**src/rtl/alu_sequencer.sv**
```systemverilog
// alu_sequencer
// Multi-cycle controller around a 4-entry register file and an N-bit ALU.
// Each instruction walks IDLE -> READ -> EXEC -> WB -> IDLE, so the block
// completes one instruction every four cycles.
//
// Ports:
//   clk, rst          rising-edge clock, synchronous active-high reset
//   instr_valid       instruction fields valid
//   instr_ready       sequencer is in IDLE and can accept an instruction
//   opcode, rd, rs,   instruction fields; they are sampled only on the
//   rt, imm           accept edge
//   busy              high in READ, EXEC and WB
//   done              one-cycle pulse while in WB
//   result, carry,    result of the last completed instruction, held
//   zero              until the next WB
//   dbg_addr/dbg_data combinational debug read port of the register file
module alu_sequencer #(
    parameter int Nsize = 8
) (
    input  logic             clk,
    input  logic             rst,
    input  logic             instr_valid,
    output logic             instr_ready,
    input  logic [2:0]       opcode,
    input  logic [1:0]       rd,
    input  logic [1:0]       rs,
    input  logic [1:0]       rt,
    input  logic [Nsize-1:0] imm,
    output logic             busy,
    output logic             done,
    output logic [Nsize-1:0] result,
    output logic             carry,
    output logic             zero,
    input  logic [1:0]       dbg_addr,
    output logic [Nsize-1:0] dbg_data
);

    localparam logic [2:0] OP_MOV = 3'b000;
    localparam logic [2:0] OP_NOT = 3'b001;
    localparam logic [2:0] OP_ADD = 3'b010;
    localparam logic [2:0] OP_SUB = 3'b011;
    localparam logic [2:0] OP_OR  = 3'b100;
    localparam logic [2:0] OP_AND = 3'b101;
    localparam logic [2:0] OP_SLT = 3'b110;
    localparam logic [2:0] OP_LI  = 3'b111;

    typedef enum logic [1:0] {
        IDLE = 2'd0,
        READ = 2'd1,
        EXEC = 2'd2,
        WB   = 2'd3
    } state_t;

    state_t           state_r;
    state_t           state_s;

    logic [2:0]       op_r;
    logic [1:0]       rd_r;
    logic [1:0]       rs_r;
    logic [1:0]       rt_r;
    logic [Nsize-1:0] imm_r;
    logic [Nsize-1:0] a_r;
    logic [Nsize-1:0] b_r;
    logic [Nsize-1:0] result_r;
    logic             carry_r;
    logic             zero_r;
    logic [Nsize-1:0] regs_r [0:3];
    logic [Nsize:0]   alu_s;

    // ALU slice: returns {carry, result}. Carry is only meaningful for ADD
    // and SUB; SUB carry=1 means no borrow.
    function automatic logic [Nsize:0] alu_calc(
        input logic [2:0]       op,
        input logic [Nsize-1:0] a,
        input logic [Nsize-1:0] b
    );
        logic [Nsize:0]   wide;
        logic [Nsize-1:0] diff;
        logic             ovf;
        logic             lt;
        wide = {(Nsize+1){1'b0}};
        diff = a - b;
        // Signed overflow of a-b: operands differ in sign and the
        // difference takes the sign of b.
        ovf  = (a[Nsize-1] ^ b[Nsize-1]) & (diff[Nsize-1] ^ a[Nsize-1]);
        lt   = diff[Nsize-1] ^ ovf;
        case (op)
            OP_MOV:  wide = {1'b0, a};
            OP_NOT:  wide = {1'b0, ~a};
            OP_ADD:  wide = {1'b0, a} + {1'b0, b};
            OP_SUB:  wide = {1'b0, a} + {1'b0, ~b} + {{Nsize{1'b0}}, 1'b1};
            OP_OR:   wide = {1'b0, a | b};
            OP_AND:  wide = {1'b0, a & b};
            OP_SLT:  wide = {{Nsize{1'b0}}, lt};
            OP_LI:   wide = {1'b0, a};
            default: wide = {(Nsize+1){1'b0}};
        endcase
        return wide;
    endfunction

    assign alu_s       = alu_calc(op_r, a_r, b_r);
    assign instr_ready = (state_r == IDLE);
    assign busy        = (state_r != IDLE);
    assign done        = (state_r == WB);
    assign result      = result_r;
    assign carry       = carry_r;
    assign zero        = zero_r;
    assign dbg_data    = regs_r[dbg_addr];

    // State register.
    always_ff @(posedge clk) begin
        if (rst) begin
            state_r <= IDLE;
        end else begin
            state_r <= state_s;
        end
    end

    // Next-state decode: fixed four-step sequence, IDLE waits for valid.
    always_comb begin
        state_s = state_r;
        case (state_r)
            IDLE: begin
                if (instr_valid) begin
                    state_s = READ;
                end else begin
                    state_s = IDLE;
                end
            end
            READ:    state_s = EXEC;
            EXEC:    state_s = WB;
            WB:      state_s = IDLE;
            default: state_s = IDLE;
        endcase
    end

    // Instruction register, operand latches and result/flag registers.
    always_ff @(posedge clk) begin
        if (rst) begin
            op_r     <= 3'b000;
            rd_r     <= 2'b00;
            rs_r     <= 2'b00;
            rt_r     <= 2'b00;
            imm_r    <= {Nsize{1'b0}};
            a_r      <= {Nsize{1'b0}};
            b_r      <= {Nsize{1'b0}};
            result_r <= {Nsize{1'b0}};
            carry_r  <= 1'b0;
            zero_r   <= 1'b0;
        end else begin
            case (state_r)
                IDLE: begin
                    if (instr_valid) begin
                        op_r  <= opcode;
                        rd_r  <= rd;
                        rs_r  <= rs;
                        rt_r  <= rt;
                        imm_r <= imm;
                    end
                end
                READ: begin
                    // Operands are read before the write-back of this
                    // instruction, so rd==rs/rt sees the old value.
                    a_r <= (op_r == OP_LI) ? imm_r : regs_r[rs_r];
                    b_r <= regs_r[rt_r];
                end
                EXEC: begin
                    // Loading here makes the outputs change on WB entry.
                    result_r <= alu_s[Nsize-1:0];
                    carry_r  <= alu_s[Nsize];
                    zero_r   <= (alu_s[Nsize-1:0] == {Nsize{1'b0}});
                end
                WB:      ;
                default: ;
            endcase
        end
    end

    // Register file: cleared on reset, written at the end of WB.
    always_ff @(posedge clk) begin
        if (rst) begin
            for (int i = 0; i < 4; i++) begin
                regs_r[i] <= {Nsize{1'b0}};
            end
        end else if (state_r == WB) begin
            regs_r[rd_r] <= result_r;
        end
    end

endmodule

```
**config.mk**
```make
export PLATFORM = sky130hd
export DESIGN_NAME = alu_sequencer
export DESIGN_NICKNAME = d
export VERILOG_FILES = /design/src/rtl/alu_sequencer.sv
export SDC_FILE = /design/constraint.sdc
export NUM_CORES = 1
export LEC_CHECK = 0
export BUFFER_PORTS_ARGS = -buffer_cell sky130_fd_sc_hd__buf_2
export CAP_MARGIN = 10
export CORE_ASPECT_RATIO = 1.1
export CORE_MARGIN = 1.5
export CORE_UTILIZATION = 45
export CTS_BUF_LIST = sky130_fd_sc_hd__clkbuf_2 sky130_fd_sc_hd__clkbuf_4 sky130_fd_sc_hd__clkbuf_8
export CTS_CLUSTER_SIZE = 8
export DETAILED_ROUTE_END_ITERATION = 8
export GPL_ROUTABILITY_DRIVEN = 0
export HOLD_SLACK_MARGIN = 0.1
export SETUP_SLACK_MARGIN = 0.5
export SLEW_MARGIN = 25
export SYNTH_ARGS = -nofsm -noshare
export SYNTH_HDL_FRONTEND = slang
export SYNTH_SLANG_ARGS = --single-unit
```
**constraint.sdc**
```tcl
create_clock -name clk -period 5.69 [get_ports clk]
set_input_delay 0.569 -clock clk [delete_from_list [all_inputs] [get_ports clk]]
set_output_delay 0.569 -clock clk [all_outputs]
set_load 0.02 [all_outputs]
```
* Word level (Yosys, flattened, before mapping) *
Memories as Yosys holds them, arrays and structs flattened. A register that Yosys moved wholly into a read port is not among the register bits.
Cells that the tools add are included.

operators by class
  add/sub/neg operators = 4
  equality and inequality tests = 10
  mux-type cells = 14
  bitwise operators = 8
  reduce and logical (&&, ||, !) cells = 7

operator list
  cell                 count
  $pmux 9 s7           1
  $add 8x8->9          2
  $mux 8               2
  $not 8->8            2
  $eq 3x3->1 const B   4
  $add 9x1->9 const B  1
  $and 8x8->8          1
  $logic_not 8->1      1
  $or 8x8->8           1
  $pmux 2 s4           1
  $reduce_or 8->1      1
  $sub 8x8->8          1
  $mux 1               7
  $eq 3x2->1 const B   2
  $mux 2               3
  $eq 2x2->1 const B   2
  $eq 3x1->1 const B   1
  $logic_not 3->1      1
  $xor 1x1->1          3
  $eq 2x1->1 const B   1
  $logic_not 2->1      1
  $reduce_and 2->1     1
  $reduce_bool 2->1    1
  $reduce_or 2->1      1
  $and 1x1->1          1

storage, ports and cells
  bits in registers = 37
  bits in writable memories = 32
  output and inout port bits = 21
  logic and storage cells = 54
  memories = 1

memories
  name    depth  bits a word  rd ports  clocked after Yosys merged registers in  write ports  line  source
  regs_r  4      8            3         2                                        4            67    logic [Nsize-1:0] regs_r [0:3];

* Longest topological paths before layout *
  word-level depth = 6
  mapped depth = 16
  mapped depth without buffers = 16

* Worst setup path before layout *
No wires, ideal clock.

  kind = register -> register
  from = reg a_r[1]
  to = reg zero_r (netlist: zero)
  data arrival time = 2.824 ns
  setup slack = 2.751 ns
  cell stages (with the launch flop) = 17
  path buffers = 0
  period minus slack after synthesis = 2.939 ns
  cell sequence = dfxtp_1 -> inv_1 -> ha_1 -> o21bai_1 -> a21oi_1 -> o21bai_1 -> a21oi_1 -> o21bai_1 -> a21oi_1 -> fa_1 -> a21oi_1 -> o21ai_1 -> o31a_1 -> a21oi_1 -> a221oi_1 -> nor2b_1 -> a31o_1

between the ends
  cells in the longest elaborated chain, start to end = 6
  elaborated cells on any way between the ends = 12
  classes of those cells = 4 x add/sub; 1 x mux; 6 x bitwise; 1 x reduce/logical

ends and longest elaborated chain
  element                                              line  source
  from (decl)                                          62    logic [Nsize-1:0] a_r;
  from (signal assigned)                               145   a_r <= {Nsize{1'b0}};
  from (signal assigned)                               164   a_r <= (op_r == OP_LI) ? imm_r : regs_r[rs_r];
  branches (longest 4 deep; another with $add 8x8->9)  --
  $pmux 9 s7 *                                         87    case (op)
  $logic_not 8->1 *                                    171   zero_r <= (alu_s[Nsize-1:0] == {Nsize{1'b0}});
  to (signal assigned)                                 171
  to (decl)                                            66    logic zero_r;

Mark *: on every way between the ends.
A chain may end at the register's enable or synchronous reset.

* Worst setup path in the final report *
Same ends and word-level chain as after synthesis.

==> impl_metrics.csv <==
group,metric,value,unit
outcome,status,"finished clean",
placement,placedInstanceArea,5165,µm²
sta,maxClockFrequency,0.2910,GHz
sta,timing.final.hold_violations,0,
clock_tree,tritoncts_num_sinks,79,
routing,detailroute.wirelength.met2,5.693,mm
floorplan,die_h,112.4,µm
setup_path,timing.critical_path.to_type,"flip-flop",
setup_path,criticalPathCategory,"reg2reg",
sta,timing.max_slew.rel_slack,32.89,%
sta,period_needed,3.437,ns
layout,final_cell_area,5343,µm²
routing,top_layer,"met4",
logic_synthesis,synth.top_cell.area_share,19.62,%
layout,n_fill_cell,1004,
global_route,gr_util_all_layers,21.01,%
logic_synthesis,yosysWarnings,0,
clock_tree,insertion_delay,0.36,ns
setup_path,timing.rr.end,"zero",
logic_synthesis,ys_types,64,
routing,met1_length,5.085,mm
sta,actual_slew_at_the_worst_max_slew_pin,1.007,ns
min_path,whs_path_depth,3,
logic_synthesis,ys_dominant_reg_cell,"sky130_fd_sc_hd__dfxtp_1",
logic_synthesis,proportion_of_register_bits_with_asynchronous_set_or_reset_after_synthesis,0,%
min_path,min_from,"imm[6]",
logic_synthesis,synth_seq_area_share,38.83,%
sta,final-max-slew-violation-count,0,
layout,final_core_utilization,50.92,%
sta,rsz0062_at_grt,"false",
layout,fin_nets,565,
routing,vias,3674,
logic_synthesis,post_synthesis_area_per_instance,10.12,µm²
setup_path,worstPathCellList,"inv_1, ha_1, o21bai_1, a21oi_1, o21bai_1, a21oi_1, o21bai_1, a21oi_1, fa_1, nand2_1, o22a_1, o21ai_1, a221oi_1, nor3b_1, and4bb_1, a31o_1",
routing,firstDrtPassIters,4,
placement,dp.final_hpwl,8.514,mm
sta,final.period_utilization,60.40,%
clock_tree,ctsHtreeMaxLevel,3,
routing,routedWlPerCell,17.17,µm
routing,ant_nets,0,
power_and_ir_drop,power.density,256.9,nW/µm²
layout,n_antenna_cell,0,
clock_tree,cts-root-buf,"sky130_fd_sc_hd__clkbuf_8",
setup_path,data_required_time_at_the_worst_endpoint,6.00,ns
min_path,min_to,"imm_r[6]",
setup_path,r2r_setup_slack,2.25,ns
clock_tree,cts_setup_buffers,0,
sta,finalClockSkew,0.009952,ns
setup_path,timing.critical_path.fanout_max,8,
logic_synthesis,yosys-top-cells-area,"sky130_fd_sc_hd__edfxtp_1, sky130_fd_sc_hd__dfxtp_1, sky130_fd_sc_hd__mux4_2",
flow_run,cap_violations,0,
setup_path,cpMaxStageDelayCell,"sky130_fd_sc_hd__dfxtp_1",
logic_synthesis,number_of_flops_mapped_to_enable_cells_by_yosys,32,
sta,final.setup.tns,0,ns
setup_path,r2r_cells,16,
logic_synthesis,netlist_area,4897,µm²
global_route,first_global_vias,3625,
placement,place.port_buffers,42,
power_and_ir_drop,peak_supply_drop,0.1799,mV
logic_synthesis,synth_top_cell_by_area,"sky130_fd_sc_hd__edfxtp_1",
min_path,min_path_type,"in2reg",
sta,postLayoutSetupSlackWorst,2.253,ns
global_route,antenna_found_initial,0,
layout,areaGrowthSynthToFinish,9.095,%
power_and_ir_drop,leakage,2.081,nW
sta,setup_violations,0,
routing,met3RoutedLength,419,µm
floorplan,floorplan.initialDensity,46.68,%
routing,drt-vias-per-instance,5.567,
global_route,pin_count_of_the_biggest_net_entering_global_routing,53,
clock_tree,clk_transition_reported_paths,0.08,ns
clock_tree,tritoncts.num_buffers,9,
floorplan,core_region_area,10490,µm²
floorplan,floorplan_die_width,102.5,µm
power_and_ir_drop,p_total,0.001373,W
clock_tree,tritoncts,"built",
routing,routed_wirelength,11.34,mm
logic_synthesis,syn-instance-count,484,
placement,detailedPlace.worstSlack,2.295,ns
logic_synthesis,synth.ff_latch_count,79,
floorplan,design.die.area,11520,µm²
routing,drc,0,
setup_path,setup.worst_path.start_class,"flip-flop",
clock_tree,maximum_root_to_sink_buffer_count,2,
setup_path,cp_data_arrival_time,3.75,ns
layout,final_layout_size_suffix_gt1_share,18.96,%
setup_path,cpPeakStageDelay,0.53,ns
global_route,grt_pass1_wl,18.40,mm
clock_tree,postCtsResizedCells,0,
routing,first_iter_violations,189,
clock_tree,hold_buffers,0,
global_route,grt_remaining_overflow,0,
floorplan,std_cell_rows,39,
logic_synthesis,syn_nets,537,
setup_path,reg2reg_launch_point,"a_r[1]",
floorplan,top_level_ports,43,
final cells by class:
type	count	area, µm²	share of cell area [%]
Multi-Input combinational cell	348	2741	51.31
Clock buffer	12	152.6	2.857
Sequential cell	79	1902	35.60
Clock inverter	4	22.52	0.4215
Tap cell	143	178.9	3.349
Inverter	28	105.1	1.967
Timing Repair Buffer	46	240.2	4.496
synthesized netlist by cell type, types with 3 or more instances:
| master | n |
|---|---|
| sky130_fd_sc_hd__or2_2 | 3 |
| sky130_fd_sc_hd__nor3_1 | 5 |
| sky130_fd_sc_hd__dfxtp_1 | 47 |
| sky130_fd_sc_hd__mux2i_1 | 22 |
| sky130_fd_sc_hd__buf_6 | 4 |
| sky130_fd_sc_hd__a21oi_1 | 41 |
| sky130_fd_sc_hd__nor2_1 | 31 |
| sky130_fd_sc_hd__nand2b_1 | 4 |
| sky130_fd_sc_hd__nand2_1 | 48 |
| sky130_fd_sc_hd__inv_1 | 28 |
| sky130_fd_sc_hd__clkbuf_1 | 14 |
| sky130_fd_sc_hd__nor2b_1 | 5 |
| sky130_fd_sc_hd__or3_1 | 3 |
| sky130_fd_sc_hd__buf_1 | 3 |
| sky130_fd_sc_hd__mux4_2 | 24 |
| sky130_fd_sc_hd__buf_2 | 7 |
| sky130_fd_sc_hd__a211oi_1 | 11 |
| sky130_fd_sc_hd__edfxtp_1 | 32 |
| sky130_fd_sc_hd__o21ai_0 | 13 |
| sky130_fd_sc_hd__nor3b_1 | 7 |
| sky130_fd_sc_hd__o21bai_1 | 4 |
| sky130_fd_sc_hd__fa_1 | 3 |
| sky130_fd_sc_hd__and2_1 | 33 |
| sky130_fd_sc_hd__and3_1 | 3 |
| sky130_fd_sc_hd__ha_1 | 28 |
| sky130_fd_sc_hd__nand3_1 | 8 |
| sky130_fd_sc_hd__xnor2_1 | 3 |
| sky130_fd_sc_hd__o21ai_1 | 3 |
layer usage:
metal | GRT usage, % | vias up
li1 | - | 1792
met3 | 4.172 | 14
met4 | 5.571 | 0
met1 | 27.70 | 1799
met2 | 35.19 | 69
met5 | 0 | -
worst max path at each step:
stage | start | to | slack [ns]
2_1_floorplan | a_r[1] | zero | 2.75
5_1_grt | a_r[1] | zero | 1.95
3_5_place_dp | a_r[1] | zero | 2.30
6_report | a_r[1] | zero | 2.25
3_3_place_gp | a_r[1] | zero | 2.43
4_1_cts | a_r[1] | zero | 2.27
sequential cells by signal (all words and copies together), names as in the netlist, named ones only:
| name | count |
|---|---|
| regs_r | 32 |
| a_r | 8 |
| b_r | 8 |
| imm_r | 8 |
| result | 8 |
| op_r | 3 |
| rd_r | 2 |
| rs_r | 2 |
| rt_r | 2 |
| state_r | 2 |
| carry | 1 |
| zero | 1 |
cells by family after synthesis:
family | Yosys count | share of synthesized area [%]
multiplexers | 46 | 15.53
AO/OA/AOI/OAI | 103 | 13.90
flip-flops | 79 | 38.83
buffers and inverters | 57 | 5.237
AND/OR/NAND/NOR | 165 | 17.58
XOR/XNOR | 3 | 0.5366
adder cells (fa/ha/maj) | 31 | 8.380
critical path, delay by kind of cell, from the launching register on:
family | cells | cell delay [ns]
fa+ha+maj | 2 | 0.70
buf+inv | 1 | 0.10
flops | 1 | 0.53
compound gates | 10 | 1.54
simple gates | 3 | 0.51
stage by stage:
step | std cells | hold slack, ns
global route | 660 | 0.4460
finish | 660 | 0.4458
global placement | 644 | 0.4464
detailed placement | 644 | 0.4517
floorplan | 484 | 0.4357
CTS | 660 | 0.4368
cell usage in the layout, fill, tap and decap left out, types with 11 or more instances in the layout:
cell and count:
sky130_fd_sc_hd__inv_1 28, sky130_fd_sc_hd__mux4_2 24, sky130_fd_sc_hd__dfxtp_1 47, sky130_fd_sc_hd__and2_1 33
sky130_fd_sc_hd__o21ai_0 13, sky130_fd_sc_hd__a211oi_1 11, sky130_fd_sc_hd__mux2i_1 22, sky130_fd_sc_hd__nand2_1 48
sky130_fd_sc_hd__a21oi_1 41, sky130_fd_sc_hd__edfxtp_1 32, sky130_fd_sc_hd__nor2_1 31, sky130_fd_sc_hd__buf_2 42
sky130_fd_sc_hd__ha_1 27
power by group:
| group | internal, W | switching [W] | leakage [nW] |
|---|---|---|---|
| sequential | 0.000623 | 0.0000520 | 0.715 |
| combinational | 0.000138 | 0.000182 | 1.27 |
| clock | 0.000178 | 0.000199 | 0.0930 |
(Power assumes the default switching activity.)
